$ cat config.mk
export PLATFORM = sky130hd
export DESIGN_NAME = skew_fifo_bank
export DESIGN_NICKNAME = d
export VERILOG_FILES = /design/src/rtl/skew_fifo_bank.sv
export SDC_FILE = /design/constraint.sdc
export NUM_CORES = 1
export LEC_CHECK = 0
export ABC_AREA = 1
export BUFFER_PORTS_ARGS = -buffer_cell sky130_fd_sc_hd__buf_2
export CAP_MARGIN = 15
export CORE_MARGIN = 4
export CORE_UTILIZATION = 25
export CTS_BUF_LIST = sky130_fd_sc_hd__clkbuf_16
export DETAILED_ROUTE_END_ITERATION = 10
export MAX_ROUTING_LAYER = met4
export PLACE_DENSITY_LB_ADDON = 0.2
export SYNTH_ARGS = -nofsm -noshare
export SYNTH_HDL_FRONTEND = slang
export SYNTH_SLANG_ARGS = --single-unit
$ cat constraint.sdc
create_clock -name clk -period 3.05 [get_ports clk]
set_input_delay 0.4575 -clock clk [delete_from_list [all_inputs] [get_ports clk]]
set_output_delay 0.4575 -clock clk [all_outputs]
set_load 0.01 [all_outputs]
$ cat src/rtl/skew_fifo_bank.sv
// skew_fifo_bank: NCH-lane circular FIFO bank that feeds the PE array.
// Each lane is an independent first-word-fall-through FIFO. When SKEW_EN is
// set, lane k is preloaded with k zero pads on reset or flush. This means a
// vector written once per cycle reaches the array already diagonally staggered.
//
// Ports:
//   clk, rstn   clock; synchronous active-low reset
//   flush       synchronous clear to the post-reset state; beats rd/wr
//   wr, din     push one word per lane; lane k = din[k*WORDLEN +: WORDLEN]
//   rd          pop one entry (pad or data) from every non-empty lane
//   dout        per-lane head word, combinational, 0 while padding or empty
//   empty/full  per-lane occupancy flags (pads included)
//   all_empty   AND of empty
//   count       per-lane occupancy, CW bits per lane, pads included
//   ovf         sticky: some lane dropped a write

module skew_fifo_lane #(
   parameter int WORDLEN  = 8,
   parameter int DEPTH    = 16,
   parameter int CW       = 5,
   parameter int PW       = 4,
   parameter int PAD_INIT = 0
) (
   input  logic               clk,
   input  logic               rstn,
   input  logic               flush,
   input  logic               rd,
   input  logic               wr,
   input  logic [WORDLEN-1:0] din,
   output logic [WORDLEN-1:0] dout,
   output logic [CW-1:0]      cnt,
   output logic               drop
);
   localparam logic [CW-1:0] DEPTH_C = CW'(DEPTH);
   localparam logic [CW-1:0] PAD_C   = CW'(PAD_INIT);
   localparam logic [PW-1:0] LAST    = PW'(DEPTH - 1);

   logic [WORDLEN-1:0] mem [DEPTH];
   logic [PW-1:0]      head, tail;
   logic [CW-1:0]      fifo_cnt, pad_cnt;
   logic               pad_act, fifo_ne, pop_pad, pop_fifo, push;

   assign pad_act  = (pad_cnt != '0);
   assign fifo_ne  = (fifo_cnt != '0);
   assign pop_pad  = rd && pad_act;
   assign pop_fifo = rd && !pad_act && fifo_ne;
   assign cnt      = pad_cnt + fifo_cnt;
   // A pop on the same edge (pad or data) frees the slot the write needs.
   assign push     = wr && ((cnt < DEPTH_C) || pop_pad || pop_fifo);
   assign drop     = wr && !push;
   assign dout     = (pad_act || !fifo_ne) ? '0 : mem[head];

   always_ff @(posedge clk) begin
      if (!rstn || flush) begin
         head     <= '0;
         tail     <= '0;
         fifo_cnt <= '0;
         pad_cnt  <= PAD_C;
      end else begin
         if (pop_pad)  pad_cnt <= pad_cnt - CW'(1);
         if (pop_fifo) head    <= (head == LAST) ? '0 : head + PW'(1);
         if (push)     tail    <= (tail == LAST) ? '0 : tail + PW'(1);
         case ({push, pop_fifo})
            2'b10:   fifo_cnt <= fifo_cnt + CW'(1);
            2'b01:   fifo_cnt <= fifo_cnt - CW'(1);
            default: fifo_cnt <= fifo_cnt;
         endcase
      end
   end

   // Storage is not cleared on reset or flush. Stale words stay invisible
   // because dout is gated by fifo_cnt.
   always_ff @(posedge clk) begin
      if (rstn && !flush && push) mem[tail] <= din;
   end
endmodule

module skew_fifo_bank #(
   parameter int WORDLEN = 8,
   parameter int DEPTH   = 16,
   parameter int NCH     = 4,
   parameter int SKEW_EN = 1,
   parameter int CW      = $clog2(DEPTH + 1)
) (
   input  logic                   clk,
   input  logic                   rstn,
   input  logic                   flush,
   input  logic                   wr,
   input  logic [NCH*WORDLEN-1:0] din,
   input  logic                   rd,
   output logic [NCH*WORDLEN-1:0] dout,
   output logic [NCH-1:0]         empty,
   output logic [NCH-1:0]         full,
   output logic                   all_empty,
   output logic [NCH*CW-1:0]      count,
   output logic                   ovf
);
   localparam int              PW      = $clog2(DEPTH);
   localparam logic [CW-1:0]   DEPTH_C = CW'(DEPTH);

   logic [NCH-1:0][WORDLEN-1:0] din_l, dout_l;
   logic [NCH-1:0][CW-1:0]      cnt_l;
   logic [NCH-1:0]              drop_l;

   assign din_l = din;
   assign dout  = dout_l;
   assign count = cnt_l;

   genvar k;
   generate
      for (k = 0; k < NCH; k++) begin : g_lane
         skew_fifo_lane #(
            .WORDLEN (WORDLEN),
            .DEPTH   (DEPTH),
            .CW      (CW),
            .PW      (PW),
            .PAD_INIT(SKEW_EN != 0 ? k : 0)
         ) u_lane (
            .clk  (clk),
            .rstn (rstn),
            .flush(flush),
            .rd   (rd),
            .wr   (wr),
            .din  (din_l[k]),
            .dout (dout_l[k]),
            .cnt  (cnt_l[k]),
            .drop (drop_l[k])
         );
         assign empty[k] = (cnt_l[k] == '0);
         assign full[k]  = (cnt_l[k] == DEPTH_C);
      end
   endgenerate

   assign all_empty = &empty;

   always_ff @(posedge clk) begin
      if (!rstn || flush) ovf <= 1'b0;
      else if (|drop_l)   ovf <= 1'b1;
   end
endmodule
=== Word-level counts from Yosys, hierarchy flattened ===
Memories as Yosys holds them, arrays and structs flattened. A register that Yosys moved wholly into a read port is not among the register bits.
Index checks and enable logic that the tools add are counted.

* RAM bits: 512
* Memories kept: 4
* Output and inout bits: 62
* Logic and storage cells: 171
* Flip-flop bits (word level): 73

* Add/subtract/negate cells: 24
* Multiplexer cells: 32
* Equal/unequal tests: 20
* Reductions and logical operators: 70
* Magnitude comparators: 4

{| class="wikitable"
|+ Memories
! memory !! words !! width !! read ports !! clocked after memory_dff !! write ports !! line !! RTL
|-
| g_lane[0].u_lane.mem || 16 || 8 || 1 || 1 || 1 || 38 || <nowiki>logic [WORDLEN-1:0] mem [DEPTH];</nowiki>
|-
| g_lane[1].u_lane.mem || 16 || 8 || 1 || 1 || 1 || 38 ||
|-
| g_lane[2].u_lane.mem || 16 || 8 || 1 || 1 || 1 || 38 ||
|-
| g_lane[3].u_lane.mem || 16 || 8 || 1 || 1 || 1 || 38 ||
|}

{| class="wikitable"
|+ Operators by type and width
! operator !! count
|-
| $mux 4 || 16
|-
| $pmux 5 s2 || 4
|-
| $reduce_bool 5->1 || 8
|-
| $sub 5x1->5 const B || 8
|-
| $add 4x1->4 const B || 8
|-
| $eq 4x4->1 const B || 8
|-
| $mux 8 || 4
|-
| $logic_and 1x1->1 || 25
|-
| $add 5x1->5 const B || 4
|-
| $add 5x5->5 || 4
|-
| $eq 5x5->1 const B || 4
|-
| $logic_not 5->1 || 4
|-
| $lt 5x5->1 const B || 4
|-
| $logic_not 1->1 || 14
|-
| $logic_or 1x1->1 || 13
|-
| $eq 2x1->1 const B || 4
|-
| $eq 2x2->1 const B || 4
|-
| $mux 1 || 8
|-
| $reduce_bool 2->1 || 4
|-
| $reduce_and 4->1 || 1
|-
| $reduce_or 4->1 || 1
|}

=== Logic depth before layout (Yosys ltp) ===
* Word-level depth: 9
* Mapped depth: 20

=== Modules after synthesis ===
A second synthesis with hierarchy kept.

* Cell total of the unflattened synthesis: 2361
* Area total of the unflattened synthesis: 26574.2 um^2

{| class="wikitable"
|+ Modules (own cells, without submodules)
! module !! times used !! area each (um^2) !! cells each
|-
| skew_fifo_lane at g_lane[2].u_lane || 1 || 6744.0 || 597
|-
| skew_fifo_lane at g_lane[1].u_lane || 1 || 6692.7 || 595
|-
| skew_fifo_lane at g_lane[0].u_lane || 1 || 6531.3 || 574
|-
| skew_fifo_lane at g_lane[3].u_lane || 1 || 6449.9 || 561
|-
| skew_fifo_bank || 1 || 156.4 || 34
|}

=== Worst setup path after synthesis ===
No wires, ideal clock.

* Path type: reg2reg
* From: register g_lane[1].u_lane.fifo_cnt[0]
* To: register g_lane[1].u_lane.fifo_cnt[4]
* Setup time: 0.116 ns
* Data arrival time: 2.709 ns
* Cell stages (with the launch flop): 19
* Setup slack: 0.226 ns
* Clock period less this slack: 2.824 ns
* Data required time: 2.934 ns
* Cells stage by stage: dfxtp_1 ha_1 fa_1 nand3_1 nand2_1 nand2_1 nand2_1 nand2_4 nand2_4 ha_1 ha_1 nand2_1 nand2_1 a21oi_1 nor2_1 nor2_1 nand2_1 o21ai_0 nor2_1

* Word-level cells in the longest chain between the ends: 7
* Elaborated cells between the ends (all ways): 13
* Those cells by class: 3 x add/sub; 1 x order compare; 2 x eq/ne; 1 x mux; 6 x reduce/logical

{| class="wikitable"
|+ Ends and longest elaborated chain
! element !! line !! RTL
|-
| from (decl) || 40 || <nowiki>logic [CW-1:0] fifo_cnt, pad_cnt;</nowiki>
|-
| from (signal assigned) || 64 || <nowiki>2'b10: fifo_cnt <= fifo_cnt + CW'(1);</nowiki>
|-
| from (signal assigned) || 65 || <nowiki>2'b01: fifo_cnt <= fifo_cnt - CW'(1);</nowiki>
|-
| from (signal assigned) || 66 || <nowiki>default: fifo_cnt <= fifo_cnt;</nowiki>
|-
| $add 5x5->5 (*) || 47 || <nowiki>assign cnt = pad_cnt + fifo_cnt;</nowiki>
|-
| net count[9] || 95 || <nowiki>output logic [NCH*CW-1:0] count,</nowiki>
|-
| $lt 5x5->1 (*) || 49 || <nowiki>assign push = wr && ((cnt < DEPTH_C) || pop_pad || pop_fifo);</nowiki>
|-
| $logic_or 1x1->1 (*) (2 in series) || 49 ||
|-
| $logic_and 1x1->1 (*) || 49 ||
|-
| $eq 2x1->1 / $eq 2x2->1 (equally long branches) || 63 || <nowiki>case ({push, pop_fifo})</nowiki>
|-
| $pmux 5 s2 / $reduce_bool 2->1 (equally long branches) || n/a ||
|}

The timed path passes the listed nets; every way through them passes the cells marked *.
A chain may end at the register's enable or synchronous reset.

=== Worst setup path after layout ===
* From: register g_lane[3].u_lane.pad_cnt[0]
* To: output all_empty

* Word-level cells in the longest chain between the ends: 3

{| class="wikitable"
|+ Ends and longest elaborated chain
! element !! line !! RTL
|-
| from (decl) || 40 ||
|-
| from (signal assigned) || 60 || <nowiki>if (pop_pad) pad_cnt <= pad_cnt - CW'(1);</nowiki>
|-
| $add 5x5->5 || 47 ||
|-
| $logic_not 5->1 || 129 || <nowiki>assign empty[k] = (cnt_l[k] == '0);</nowiki>
|-
| $reduce_and 4->1 || 134 || <nowiki>assign all_empty = &empty;</nowiki>
|-
| to (decl) || 94 || <nowiki>output logic all_empty,</nowiki>
|}

No other way between the ends.

==> flow_summary.json <==
{
  "status": "finished, violations left",
  "violations": "setup timing",
  "die-area_um2": 109000,
  "htree_levels": 3,
  "finalPower_mw": 18.0,
  "drtPass1Iterations": 7,
  "place_ws_ns": -0.0159,
  "gr-usage-all-layers_pct": 12.8,
  "post-route-min-period_ns": 3.08,
  "clock_tree.buffer_depth": 3,
  "gp_congestion": 0.809,
  "synth_area_per_cell_um2": 11.3,
  "crit_family": "simple AND/OR/NAND/NOR gates",
  "cp-end-kind": "output port",
  "dpl_cell_area_um2": 28400,
  "grt_max_degree": 86,
  "clk_pin_slew_ns": 0.06,
  "cp_max_fo": 3,
  "max_freq_mhz": 325,
  "synth_mux_area_share_pct": 0.697,
  "synth_ff_type": "edfxtp_1",
  "period_share_pct": 101,
  "drcViolationCount": 0,
  "seqPwrFrac_pct": 49.9,
  "setup_tns_ns": -0.0254,
  "wire_per_inst_um": 17.6,
  "synth_fp_nets": 2397,
  "criticalPathCategory": "register to output port",
  "cap_viol_max_count": 0,
  "insertion_delay_ns": 0.63,
  "dp_hpwl_um": 45300,
  "layout.nets": 2581,
  "power-per-cell-area_nw_per_um2": 579,
  "fill_cells": 10447,
  "rsz0062_at_grt": "true",
  "critPathMaxStageDelay_ns": 0.39,
  "final_cell_count_no_fill": 3903,
  "viasPerCell": 4.52,
  "synthSimpleGateAreaFrac_pct": 12.5,
  "synth_enable_flop_cells": 512,
  "fin_util_pct": 30.4,
  "wirelength_um": 68800,
  "slew_headroom_pct": 50.4,
  "cts-root-buf": "clkbuf_16",
  "grt_first_pass_wirelength_um": 105000,
  "floorplan.rows": 117,
  "async_flop_share_pct": 0,
  "worst-endpoint-required_ns": 2.59,
  "synth_top_family_by_area": "simple AND/OR/NAND/NOR gates",
  "cts_buffers": 71,
  "cp-start-kind": "register",
  "die_x_um": 330,
  "synth-xor-area-share_pct": 0.779,
  "synthAdderAreaFrac_pct": 3.43,
  "area_growth_pct": 20.1,
  "antenna_found_initial": 1,
  "switching_share_pct": 22.2,
  "io_buffers": 98,
  "postRouteAntennaNets": 0,
  "clock-sinks": 601,
  "place_inst": 3765,
  "hold_buffers": 0,
  "path_cells": "ha_4 > fa_2 > xor2_2 > nor3_2 > nand3_2 > nor2_4 > nand2_1 > nor2_1 > buf_4",
  "worstPathArrival_ns": 2.62,
  "ys_warn_count": 0,
  "grt_pass1_vias": 17589,
  "hold_violations": 0,
  "layout-drive-gt1-share_pct": 16.6,
  "synthCells": 2294,
  "start_util_pct": 25.3,
  "synth-seq-area-share_pct": 66.3,
  "ios": 99,
  "yosysUniqueCellTypes": 42,
  "holdWs_ns": 0.209,
  "drtIter0Drc": 1329,
  "worst_slew_pin_slew_ns": 0.743,
  "internal_power_mw": 14.0,
  "fin_area_um2": 31100,
  "tritoncts": "done",
  "chipHeight_um": 330,
  "ys_ff_latch": 601,
  "path_buf_inv": 1,
  "setup_ws_ns": -0.0254,
  "overflow": 0,
  "skew_ns": 0.0191,
  "ir_drop_mv": 0.309,
  "via_count": 17626,
  "slew_violations": 0,
  "coreArea_um2": 102000,
  "cp_slowest_cell": "fa_2",
  "p_comb_share_pct": 4.2,
  "p_switching_mw": 3.99,
  "setup_viol": 1,
  "syn-cell-area_um2": 25900,
  "clkPwrFrac_pct": 45.9,
  "p_leak_nw": 11.2,
  "hold_path_class": "input pin to register",
  "synth_compound_area_share_pct": 12.1
}
==> placed cells by master, fill, tap and decap left out, types with 15 or more instances in the layout <==
cell type	netlist	layout
buf_4	9	106
o211ai_1	27	27
o21ai_0	292	291
a21oi_1	137	133
ha_1	58	53
o22ai_1	27	27
o221ai_1	46	46
inv_1	148	160
nor2_1	363	360
o21ai_1	24	25
mux2i_1	18	18
nand2_2	17	22
nand2_1	233	227
edfxtp_1	512	512
dfxtp_1	89	81
clkinv_1	1	15
clkbuf_16	0	73
buf_2	36	95
nand3_1	89	86
==> final timing paths <==
check	startpoint	end	slack [ns]	cells past startpoint
worst max-delay path	g_lane[3].u_lane.pad_cnt[0]	all_empty	-0.03	9
worst min-delay path	din[10]	g_lane[1].u_lane.mem[9][2]	0.21	1
worst max register to register	g_lane[1].u_lane.pad_cnt[0]	g_lane[1].u_lane.fifo_cnt[4]	0.14	18
worst min register to register	g_lane[1].u_lane.head[2]	register	0.50	2
==> final cells by class <==
class / instances / area [µm²] / share of cell area, %
Tap cell: 1368 / 1710 / 5.51
Clock inverter: 57 / 467 / 1.50
Multi-Input combinational cell: 1428 / 7810 / 25.2
Antenna cell: 1 / 2.50 / 0.00806
Sequential cell: 601 / 17200 / 55.3
Timing Repair Buffer: 212 / 1450 / 4.68
Clock buffer: 72 / 1800 / 5.80
Inverter: 164 / 634 / 2.04
==> logic make-up after synthesis <==
kind of cell    after synthesis
fa+ha+maj                    66
simple gates                759
xor+xnor                     23
mux                          18
compound gates              562
flops                       601
buf+inv                     265
==> power by group through the flow <==
| stage | clock network [mW] | logic (mW) | registers, mW |
|---|---|---|---|
| final | 8.26 | 0.752 | 8.98 |
| after global routing | 8.85 | 0.847 | 8.98 |
| after CTS | 8.52 | 0.739 | 8.98 |
| after detailed placement | 0 | 0.728 | 9.15 |
| after global placement | 0 | 0.720 | 9.15 |
| after floorplan | 0 | 0.366 | 9.15 |
==> metal layers <==
metal / global-route usage [%] / part of all wire (%)
met1: 17.7 / 48
met2: 19.4 / 45
met3: 2.30 / 4.6
met4: 3.58 / 1.8
met5: - / 0
==> worst register-to-register path: stages (launching register included) <==
cell and delay (ns):
dfxtp_1 0.33, ha_2 0.21, fa_2 0.40, nand3_1 0.11, nand3_1 0.17, nand2_4 0.15, nand2_4 0.09, nand2_4 0.12
ha_2 0.24, inv_2 0.07, fa_2 0.35, inv_1 0.06, nand2_1 0.05, nand2_1 0.07, a21oi_2 0.06, nor2_1 0.09
nor2_1 0.07, a21oi_1 0.13, nor2_1 0.06
==> state kept, by name, indices dropped and copies added, names as in the netlist, named ones only <==
signal and count:
g_lane.u_lane.mem 512, g_lane.u_lane.tail 16, g_lane.u_lane.head 16, g_lane.u_lane.fifo_cnt 20, g_lane.u_lane.pad_cnt 20, ovf 1
==> what timing repair did <==
action | in CTS | in global routing
gates resized for setup | 20 | 52
setup buffers | 0 | 7
cloned | 0 | 1
endpoints found under the setup margin | 15 | 29
pin swaps | 3 | 15
==> cell usage after synthesis (36+ instances only) <==
cell	n	area (µm²)
edfxtp_1	512	15400
nor2_1	363	1360
o21ai_0	292	1460
nand2_1	233	875
inv_1	148	556
a21oi_1	137	686
dfxtp_1	89	1780
nand3_1	89	445
ha_1	58	726
clkbuf_1	47	176
o221ai_1	46	403
buf_2	36	180
(Power assumes the default switching activity.)
